### src/rtl/fifo_uart_tx.sv
// Drains a normal-mode FIFO (1-clk read latency) and serialises each byte as an 8N1 frame on txd.
// Define UART_TX_PARITY_EN to insert an even-parity bit between data bit 7 and the stop bit.
module fifo_uart_tx #(
  parameter int CLK_FREQ = 50000000,
  parameter int BAUD     = 115200,
  parameter int BAUD_DIV = CLK_FREQ / BAUD
) (
  input  logic       clk,
  input  logic       rst_n,
  input  logic       rdempty,
  input  logic [7:0] q,
  output logic       rdreq,
  output logic       txd,
  output logic       ti,
  output logic       busy
);

  localparam int CW = (BAUD_DIV > 2) ? $clog2(BAUD_DIV) : 1;
  localparam logic [CW-1:0] CNT_MAX = CW'(BAUD_DIV - 1);

`ifdef UART_TX_PARITY_EN
  typedef enum logic [2:0] {IDLE, REQ, LOAD, START, DATA, PARITY, STOP} state_t;
`else
  typedef enum logic [2:0] {IDLE, REQ, LOAD, START, DATA, STOP} state_t;
`endif

  state_t        state, state_n;
  logic [CW-1:0] cnt, cnt_n;
  logic [2:0]    bit_idx, bit_idx_n;
  logic [7:0]    shift, shift_n;
  logic          rdreq_n, txd_n, ti_n;
  logic          bit_end;
`ifdef UART_TX_PARITY_EN
  logic          par, par_n;
`endif

  assign bit_end = (cnt == CNT_MAX);

  always_ff @(posedge clk or negedge rst_n) begin
    if (!rst_n) begin
      state   <= IDLE;
      cnt     <= '0;
      bit_idx <= '0;
      shift   <= '0;
      rdreq   <= 1'b0;
      txd     <= 1'b1;
      ti      <= 1'b1;
      busy    <= 1'b0;
`ifdef UART_TX_PARITY_EN
      par     <= 1'b0;
`endif
    end else begin
      state   <= state_n;
      cnt     <= cnt_n;
      bit_idx <= bit_idx_n;
      shift   <= shift_n;
      rdreq   <= rdreq_n;
      txd     <= txd_n;
      ti      <= ti_n;
      busy    <= ~ti_n;
`ifdef UART_TX_PARITY_EN
      par     <= par_n;
`endif
    end
  end

  // txd is loaded one bit ahead: each bit-end edge drives the value for the next line bit.
  always_comb begin
    state_n   = state;
    cnt_n     = '0;
    bit_idx_n = bit_idx;
    shift_n   = shift;
    rdreq_n   = 1'b0;
    txd_n     = txd;
`ifdef UART_TX_PARITY_EN
    par_n     = par;
`endif
    case (state)
      IDLE: begin
        txd_n = 1'b1;
        if (!rdempty) begin
          rdreq_n = 1'b1;
          state_n = REQ;
        end
      end
      REQ: state_n = LOAD;
      LOAD: begin
        shift_n = q;
`ifdef UART_TX_PARITY_EN
        par_n   = ^q;
`endif
        txd_n   = 1'b0;
        state_n = START;
      end
      START: begin
        cnt_n = bit_end ? '0 : cnt + CW'(1);
        if (bit_end) begin
          txd_n     = shift[0];
          bit_idx_n = '0;
          state_n   = DATA;
        end
      end
      DATA: begin
        cnt_n = bit_end ? '0 : cnt + CW'(1);
        if (bit_end) begin
          shift_n   = {1'b0, shift[7:1]};
          bit_idx_n = bit_idx + 3'd1;
          if (bit_idx == 3'd7) begin
`ifdef UART_TX_PARITY_EN
            txd_n   = par;
            state_n = PARITY;
`else
            txd_n   = 1'b1;
            state_n = STOP;
`endif
          end else begin
            txd_n = shift[1];
          end
        end
      end
`ifdef UART_TX_PARITY_EN
      PARITY: begin
        cnt_n = bit_end ? '0 : cnt + CW'(1);
        if (bit_end) begin
          txd_n   = 1'b1;
          state_n = STOP;
        end
      end
`endif
      STOP: begin
        cnt_n = bit_end ? '0 : cnt + CW'(1);
        txd_n = 1'b1;
        if (bit_end) state_n = IDLE;
      end
      default: begin
        txd_n   = 1'b1;
        state_n = IDLE;
      end
    endcase
    ti_n = (state_n == IDLE);
  end

endmodule

### config.mk
export PLATFORM = sky130hd
export DESIGN_NAME = fifo_uart_tx
export DESIGN_NICKNAME = d
export VERILOG_FILES = /design/src/rtl/fifo_uart_tx.sv
export SDC_FILE = /design/constraint.sdc
export NUM_CORES = 1
export LEC_CHECK = 0
export BUFFER_PORTS_ARGS = -buffer_cell sky130_fd_sc_hd__clkbuf_2
export CAP_MARGIN = 15
export CORE_MARGIN = 3
export CORE_UTILIZATION = 55
export DETAILED_ROUTE_END_ITERATION = 6
export GPL_TIMING_DRIVEN = 0
export PLACE_DENSITY = 0.75
export SYNTH_ARGS = -nofsm -noshare
export SYNTH_HDL_FRONTEND = slang
export SYNTH_SLANG_ARGS = --single-unit
### constraint.sdc
create_clock -name clk -period 3.9 [get_ports clk]
set_input_delay 0 -clock clk [delete_from_list [all_inputs] [get_ports clk]]
set_output_delay 0 -clock clk [all_outputs]
set_load 0.02 [all_outputs]
* Word-level counts from Yosys, hierarchy flattened *
Cells that the tools add are included.

storage, ports and cells
  register bits = 27
  input bits = 11
  output and inout bits = 4
  word-level logic and storage cells = 48

cells by class
  add/sub/neg operators = 2
  eq/ne operators = 9
  muxes and demuxes = 19
  bitwise logic cells = 2
  reduce and logical (&&, ||, !) cells = 8

operator list
  operator             count
  $mux 3               7
  $mux 9               2
  $pmux 3 s6           1
  $pmux 8 s2           1
  $add 9x1->9 const B  1
  $eq 3x3->1 const B   3
  $eq 9x9->1 const B   1
  $mux 8               1
  $eq 3x2->1 const B   2
  $logic_not 3->1      2
  $pmux 3 s2           1
  $reduce_and 3->1     2
  $mux 1               5
  $ne 2x2->1 const B   2
  $pmux 1 s4           1
  $reduce_bool 2->1    2
  $add 3x1->3 const B  1
  $eq 3x1->1 const B   1
  $reduce_or 3->1      1
  $not 1->1            2
  $reduce_and 2->1     1

* Logic depth before layout (Yosys ltp) *
Gate-level depths: netlist of the first run.

  depth after elaboration = 6
  mapped depth = 7
  mapped depth without buffers = 6

* Worst setup path after synthesis of the first run *
Ideal clock, no wire load.

  path kind = reg-to-reg
  start point = register cnt[1]
  end point = register shift[0]
  arrival = 1598 ps
  path slack = 2177 ps
  cell stages (with the launch flop) = 7
  period minus slack after synthesis = 1723 ps
  path through = dfrtp_1 -> inv_1 -> ha_1 -> nand4b_4 -> nor4_4 -> o21ai_4 -> mux2_4

between the ends
  longest elaborated chain between the ends = 3

RTL lines
  item                        RTL line  text
  start: declaration          28        logic [CW-1:0] cnt, cnt_n;
  start signal: assignment    54        cnt <= cnt_n;
  $eq 9x9->1                  37        assign bit_end = (cnt == CNT_MAX);
  $ne 2x2->1 (no line)        --
  $reduce_and 2->1 (no line)  --
  end signal: assignment      56        shift <= shift_n;
  end: declaration            30        logic [7:0] shift, shift_n;

Every way passes these cells.
A chain may end at the register's enable or synchronous reset.

* Final worst setup path of the first run *
  start point = register cnt[1]
  end point = register shift[3]

The elaborated chain is that of the path after synthesis.

==> out/summary.txt, run 1 <==
cts hold-fix bufs: 10
Clock Latency Late Sink: 320 ps
initial antenna violation count: 0
portion of total power attributed to the clock network: 27.4%
Seq/Total Area, Yosys: 46.9%
gr ovfl total: 0
Synth cell types: 38
RSZ-0062 raised after global routing: false
fmax: 532 MHz
clk_skew: 7.58 ps
Post-Syn Area: 1450 um^2
Yosys warning total: 0
Final min period: 1880 ps
internal power: 0.341 mW
average cell area after synthesis: 10.0 um^2
Worst setup SP type: flop
number of remaining DRC errors: 0
via count: 1,137
setup TNS: 0 ps
Max Cap Viol: 0
worst r2r dst: shift[3]
largest family of logic cells by synthesized area: simple AND/OR/NAND/NOR gates
run status: finished clean
largest net degree at the start of global routing: 28
max-slew violation count: 0
Net Switching: 0.0927 mW
gpl congestion: 0.771
Leak Pwr: 0.837 nW
Comb power frac: 6.5%
vias in the first global route: 1,179
share of post-route cells with drive strength above 1: 18.0%
Layout area overhead: 16.0%
Post-synth EDFFs: 0
CP required: 4120 ps
Via density: 5.69
Syn Inst Count: 144
crit share post-route: 48.2%
root buffer cell: clkbuf_4
Num CTS Buffers: 3
Hold Path Class: in -> async
wire length of the first global-routing pass: 4800 um
die height: 57.3 um
mux share of post-synthesis cell area: 9.35%
fin area: 1680 um^2
post-synthesis xor/xnor area fraction: 4.24%
Placement Cell Area: 1550 um^2
CP Capture Type: flop
Reg power frac: 66.1%
initial DRC count: 15
Switching Share: 21.4%
antenna viol nets, final: 0
Clock Sinks: 27
WL per Instance: 13.4 um
Core Region: 2340 um^2
layout net count: 188
Slew @ Worst Pin: 638 ps
io pins: 15
Compound-Gate Fraction of Synth Area: 10.7%
reg2reg start: cnt[1]
final setup vio count: 0
Rows: 17
# H-tree levels: 1
hold_ws: 207 ps
Starting Density: 61.8%
hpwl dp: 1800 um
CTS tree: built
fillers: 184
WS Path Type: reg -> reg
adder-cell share of the synthesized area: 3.46%
Post-CTS Setup Inserts: 0
PwrDens: 259 nW/um^2
total global-route track usage: 18.3%
Syn Nets: 159
Initial DRT Pass Iterations: 5
ys flop type: dfrtp_1
Port Buffers: 14
R2R Setup Slk: 2020 ps
Post-CTS Resized: 0
WL final: 2680 um
simple logic cell fraction of the synthesized area: 22.1%
Die W: 57.3 um
Reg2Reg Depth: 6
ys async rst share: 100%
number of diodes: 0
total power: 0.434 mW
relative slew slack: 57.5%
CTS clk-pin slew, worst paths: 140 ps
worst vdd ir: 0.000221 V
maximum root-to-sink buffer count: 2
#FFs+latches synth: 27
data arrival time at the worst-slack endpoint: 2100 ps
die footprint: 3280 um^2
CP Max Fanout: 8
Hold Fails Final Rpt: 0
## layer usage
metal	track usage, %	vias up	share of wire [%]
li1	-	550	-
met1	21.5	554	45
met2	32.8	26	50
met3	2.49	7	2.9
met4	8.28	0	2.3
met5	0	-	0
## synth_stat cells, drive strengths merged, types with 2 or more instances
cell type	instances	share of area (%)
clkbuf	5	1.3
inv	6	1.6
o31ai	2	1.0
mux2i	3	2.1
xor2	2	1.2
a221oi	3	1.8
dfstp	2	3.6
nor2b	3	1.3
nand2	26	6.8
mux2	7	7.3
dfrtp	25	43
nor3	3	1.4
o21ai	7	3.2
xnor2	5	3.0
nand3	4	1.4
nand4	2	0.87
a21oi	3	1.0
nor4	2	1.9
ha	4	3.5
nor2	15	3.9
## layout by cell type, fill, tap and decap left out, types with 4 or more instances in the layout
| master | n |
|---|---|
| nor2_1 | 15 |
| xnor2_1 | 5 |
| clkbuf_1 | 6 |
| clkbuf_2 | 14 |
| o21ai_0 | 6 |
| mux2_4 | 7 |
| nand2_1 | 26 |
| nand3_1 | 4 |
| inv_1 | 6 |
| dlygate4sd3_1 | 10 |
| ha_1 | 4 |
| dfrtp_1 | 25 |
## worst max path at each step
stage,end,slack [ps],cells past startpoint,start
2_1_floorplan,shift[0],2180,6,cnt[1]
3_3_place_gp,shift[4],2040,6,cnt[1]
3_5_place_dp,shift[3],2040,6,cnt[1]
4_1_cts,shift[3],2010,6,cnt[1]
5_1_grt,shift[2],1900,6,cnt[1]
6_report,shift[3],2020,6,cnt[1]
## through the flow
| step | instances | util (%) | setup slack (ps) |
|---|---|---|---|
| after global placement | 186 | 66.3 | 2040 |
| after CTS | 200 | 71.7 | 2010 |
| after detailed placement | 186 | 66.3 | 2040 |
| final | 200 | 71.7 | 2020 |
| after floorplan | 144 | - | 2180 |
| after global routing | 200 | 71.7 | 1900 |
## worst max-delay path, cell delays in order, from the launching register on
cell and delay [ps]:
dfrtp_1 440, inv_1 70, ha_1 180, nand4b_4 120, nor4_4 460, o21ai_4 180, mux2_4 330
## power by group through the flow
stage	combinational [mW]	sequential (mW)	clock, mW
3_5_place_dp	0.0206	0.292	0
6_report	0.0283	0.287	0.119
2_1_floorplan	0.00934	0.291	0
3_3_place_gp	0.0201	0.292	0
5_1_grt	0.0322	0.287	0.133
4_1_cts	0.0284	0.287	0.123
## cell families after synthesis
kind of cell             after synthesis
AO/OA/AOI/OAI                         22
adder cells (fa/ha/maj)                4
XOR/XNOR                               7
multiplexers                          10
flip-flops                            27
AND/OR/NAND/NOR                       62
buffers and inverters                 12
## registers in the layout, indices dropped and copies added (netlist names)
signal / cells
cnt: 9
shift: 8
bit_idx: 3
state: 3
busy: 1
rdreq: 1
ti: 1
txd: 1
## area by class of cell
type                       instances  area, um^2  area share [%]
tap                               28        35.0            2.09
inverter                           6        22.5            1.34
multi-input combinational        105         721            43.0
buffer                             6        23.8            1.42
sequential                        27         678            40.4
timing repair buffer              24         170            10.1
clock buffer                       4        26.3            1.57
Power figures use the tool's default switching activity.
==> inputs of run 2 (changes only) <==
- CORE_UTILIZATION: 55 -> 52
- clock period: 3.9 -> 1.6 ns (I/O delays scaled with it)
==> out/summary.txt, run 2 (synthesis results as in run 1) <==
placed instance count: 188
CP Max Fanout: 8
Max Cap Viol: 0
Rows: 18
largest net degree at the start of global routing: 28
Hold Path Class: in -> reg
Switching Share: 21.5%
vias in the first global route: 1,103
run status: complete, but fails checks
Core Region: 2570 um^2
via count: 1,153
Final min period: 1710 ps
setup TNS: -715 ps
portion of total power attributed to the clock network: 27.7%
CP Capture Type: flop
Min-Delay Path Depth: 4
WL final: 2940 um
share of post-route cells with drive strength above 1: 30.5%
Comb power frac: 5.8%
maximum root-to-sink buffer count: 2
M2 GR Usage: 30.8%
antenna viol nets, final: 0
Layout area overhead: 22.6%
total global-route track usage: 18.4%
worst r2r dst: shift[4]
number of remaining DRC errors: 0
die footprint: 3450 um^2
Leak Pwr: 0.894 nW
total power: 1.05 mW
Seq. cell area: 679 um^2
CTS clk-pin slew, worst paths: 150 ps
Via density: 5.57
biggest regs: cnt x9, shift x8
Die W: 58.7 um
Biggest register: cnt
layout net count: 193
max-slew violation count: 0
gpl congestion: 0.875
gr ovfl total: 0
crit share post-route: 107%
Slew @ Worst Pin: 654 ps
# H-tree levels: 1
io pins: 15
fin util: 69.0%
R2R Setup Slk: -110 ps
Port Buffers: 14
Reg2Reg Depth: 4
number of flip-flops under the largest register name: 9
initial DRC count: 59
routing usage on met3: 3.95%
die height: 58.7 um
final setup vio count: 11
Hold Path Origin: q[5]
root buffer cell: clkbuf_4
CP required: 1810 ps
reg2reg start: state[2]
failing checks: negative setup slack
data arrival time at the worst-slack endpoint: 1920 ps
most frequent cells in the layout: nand2_1, dfrtp_1, clkbuf_2
fmax: 584 MHz
Hold Fails Final Rpt: 0
Worst setup SP type: flop
clk_skew: 23.0 ps
wire length of the first global-routing pass: 4890 um
fillers: 206
Clock Sinks: 27
most common cell after layout, fill and taps aside: nand2_1
worst vdd ir: 0.000689 V
WS Path Type: reg -> reg
Net Switching: 0.226 mW
relative slew slack: 56.4%
Starting Density: 56.3%
Clock Latency Late Sink: 330 ps
final setup margin: -113 ps
CTS tree: built
hpwl dp: 1910 um
WL per Instance: 14.2 um
post-place setup slack: -218 ps
RSZ-0062 raised after global routing: true
Hold Path Sink: shift[5]
Reg power frac: 66.5%
number of diodes: 0
Initial DRT Pass Iterations: 6
initial antenna violation count: 0
internal power: 0.826 mW
grt met1 use: 24.9%
Num CTS Buffers: 3
Final Non-Filler Cells: 207
Multi-input gate area: 774 um^2
GRT busiest layer: met2
PwrDens: 594 nW/um^2
## run 2: area by class of cell
| type | count | share of cell area [%] |
|---|---|---|
| flip-flops and latches | 27 | 38.3 |
| inverters | 6 | 1.27 |
| well taps | 30 | 2.12 |
| multi-input cells | 105 | 43.7 |
| clock buffers | 4 | 1.48 |
| repair buffers | 29 | 11.2 |
| plain buffers | 6 | 1.91 |
## run 2: critical path, cell delays in order, from the launching register on
cell	delay, ps
dfrtp_2	440
or2b_1	280
nor4_4	360
o21ai_4	170
mux2_4	330
## run 2: power by group through the flow
stage | sequential, mW | clock [mW] | combinational (mW)
after floorplan | 0.710 | 0 | 0.0228
after global placement | 0.711 | 0 | 0.0492
after detailed placement | 0.712 | 0 | 0.0506
after CTS | 0.700 | 0.301 | 0.0626
after global routing | 0.701 | 0.325 | 0.0694
final | 0.700 | 0.291 | 0.0611
## run 2: timing repair
| action | 4_1_cts | 5_1_grt |
|---|---|---|
| endpoints found under the hold margin | 31 | 0 |
| endpoints found under the setup margin | 25 | 26 |
| pin swaps | 5 | 3 |
| hold buffers | 6 | 0 |
| buffers inserted | 6 | 3 |
| gates resized for setup | 10 | 8 |
| gates cloned | 0 | 0 |
## run 2: how the worst max path moves through the flow
stage	startpoint	endpoint	slack [ps]	cells past startpoint
4_1_cts	cnt[1]	shift[4]	-150	6
5_1_grt	state[1]	shift[4]	-190	4
2_1_floorplan	state[2]	shift[0]	-60	4
3_3_place_gp	state[2]	shift[5]	-220	4
6_report	state[2]	shift[4]	-110	4
3_5_place_dp	state[2]	shift[4]	-220	4
## run 2: routing by layer
layer  vias to the layer above  wire (um)
li1                        563          -
met1                       555       1300
met2                        33       1480
met3                         2        127
met4                         0         28
met5                         -          0
## run 2: metrics by stage
| stage | instance area [um^2] | hold slack [ps] |
|---|---|---|
| after floorplan | 1450 | -296 |
| after global placement | 1560 | 61.9 |
| after detailed placement | 1560 | 56.4 |
| after CTS | 1730 | 1.25 |
| after global routing | 1770 | 6.81 |
| final | 1770 | 11.9 |
==> inputs of run 3 (changes only) <==
- CORE_UTILIZATION: 52 -> 35
- CTS_CLUSTER_SIZE: default -> 25
- PLACE_DENSITY: 0.75 -> 0.54
==> out/summary.txt, run 3 (synthesis results as in run 1) <==
placed instance count: 206
biggest regs: cnt x9, shift x8
CTS tree: built
via count: 1,133
Reg power frac: 60.9%
fillers: 341
run status: complete, but fails checks
gpl congestion: 0.826
die footprint: 4940 um^2
CP Max Fanout: 8
CP bufs+invs: 0
Core Region: 3830 um^2
largest net degree at the start of global routing: 28
worst vdd ir: 0.000316 V
most common cell after layout, fill and taps aside: nand2_1
root buffer cell: clkbuf_8
final setup vio count: 9
failing checks: negative setup slack
Hold Fails Final Rpt: 0
most frequent cells in the layout: nand2_1, dfrtp_1, clkbuf_2
WL final: 3150 um
Initial DRT Pass Iterations: 3
crit share post-route: 104%
Switching Share: 21.5%
vias in the first global route: 1,094
RSZ-0062 raised after global routing: true
number of diodes: 0
CP Capture Type: flop
antenna viol nets, final: 0
WS Path Type: reg -> reg
WL per Instance: 13.7 um
Leak Pwr: 0.945 nW
Final Non-Filler Cells: 229
fmax: 601 MHz
Slew @ Worst Pin: 691 ps
Clock Latency Late Sink: 280 ps
cells along the critical path: or2b_1 -> nor4_4 -> o21ai_4 -> mux2_4
total global-route track usage: 12.9%
die height: 70.3 um
number of remaining DRC errors: 0
layout net count: 197
Seq. cell area: 679 um^2
Hold Path Class: in -> reg
Rows: 22
CP required: 1760 ps
hpwl dp: 2040 um
initial antenna violation count: 0
Worst setup SP type: flop
Final min period: 1660 ps
portion of total power attributed to the clock network: 34.3%
Port Buffers: 14
relative slew slack: 53.9%
max-slew violation count: 0
wire length of the first global-routing pass: 5150 um
maximum root-to-sink buffer count: 2
post-place setup slack: -266 ps
Biggest register: cnt
# H-tree levels: 1
Layout area overhead: 30.2%
Critical-path top delay cell: dfrtp_2
number of flip-flops under the largest register name: 9
clk_skew: 7.36 ps
internal power: 0.901 mW
CTS clk-pin slew, worst paths: 90 ps
Top Family by Delay on Critical Path: simple AND/OR/NAND/NOR gates
final setup margin: -62.9 ps
Net Switching: 0.247 mW
Die W: 70.3 um
gr ovfl total: 0
initial DRC count: 34
Max Cap Viol: 0
Multi-input gate area: 825 um^2
Comb power frac: 4.8%
data arrival time at the worst-slack endpoint: 1830 ps
Starting Density: 37.8%
PwrDens: 610 nW/um^2
CP peak stage delay: 400 ps
io pins: 15
Clock Sinks: 27
Num CTS Buffers: 3
share of post-route cells with drive strength above 1: 35.9%
Via density: 4.95
## run 3: cell count changes in the layout (fill, tap and decap cells not counted), moves of 2 or more
cell,change
dlygate4sd3_1,-3
buf_4,+5
nor2_2,-2
nor2_1,+2
clkbuf_4,-3
clkbuf_8,+3
## run 3: final timing paths
| check | cells past startpoint | start | slack, ps | endpoint |
|---|---|---|---|---|
| setup / recovery | 4 | state[2] | -60 | shift[6] |
| hold / removal | 4 | q[4] | 40 | shift[4] |
| setup reg to reg | 4 | state[2] | -60 | shift[6] |
| hold reg to reg | 1 | shift[7] | 510 | shift[7] |
| max in group asynchronous | 2 | rst_n | 830 | state[2] |
| min in group asynchronous | 2 | rst_n | 300 | bit_idx[2] |
## run 3: metrics by stage
stage | total power [mW] | utilization (%) | hold slack [ps] | setup TNS (ps) | area (um^2)
6_report | 1.15 | 49.2 | 36.4 | -403 | 1880
5_1_grt | 1.20 | 49.2 | 50.5 | -1320 | 1880
4_1_cts | 1.16 | 45.0 | 36.3 | -1750 | 1720
3_5_place_dp | 0.763 | 41.4 | 74.3 | -3740 | 1580
3_3_place_gp | 0.762 | 41.4 | 74.0 | -3200 | 1580
2_1_floorplan | 0.733 | - | -296 | -453 | 1450
## run 3: worst reg2reg max path: cells and delay by family, from the launching register on
| family | cells | cell delay (ps) |
|---|---|---|
| mux | 1 | 320 |
| simple gates | 2 | 650 |
| compound gates | 1 | 170 |
| flops | 1 | 400 |
## run 3: power by group through the flow
stage               logic (mW)  clock network (mW)  registers (mW)
finish                  0.0556               0.393           0.699
detailed placement      0.0510                   0           0.712
global placement        0.0505                   0           0.711
global route            0.0638               0.433           0.700
CTS                     0.0574               0.405           0.699
floorplan               0.0228                   0           0.710
## run 3: layout make-up
type	count	share of cell area (%)
Buffer	5	1.20
Clock buffer	4	2.39
Inverter	6	1.20
Multi-Input combinational cell	106	43.8
Sequential cell	27	36.1
Tap cell	48	3.19
Timing Repair Buffer	33	12.1
## run 3: metal layers
layer	global-route usage [%]	wire length, um
met3	2.59	87
met1	18.4	1510
met5	0	0
met2	18.9	1500
met4	5.11	50
## run 3: timing repair
action                                  CTS  global route
hold buffers                              3             0
endpoints found under the setup margin   25            26
gates cloned                              0             1
gates resized for setup                   9            19
pin swaps                                 6             9
setup buffers                             4            12
hold endpoints to repair                 28             0
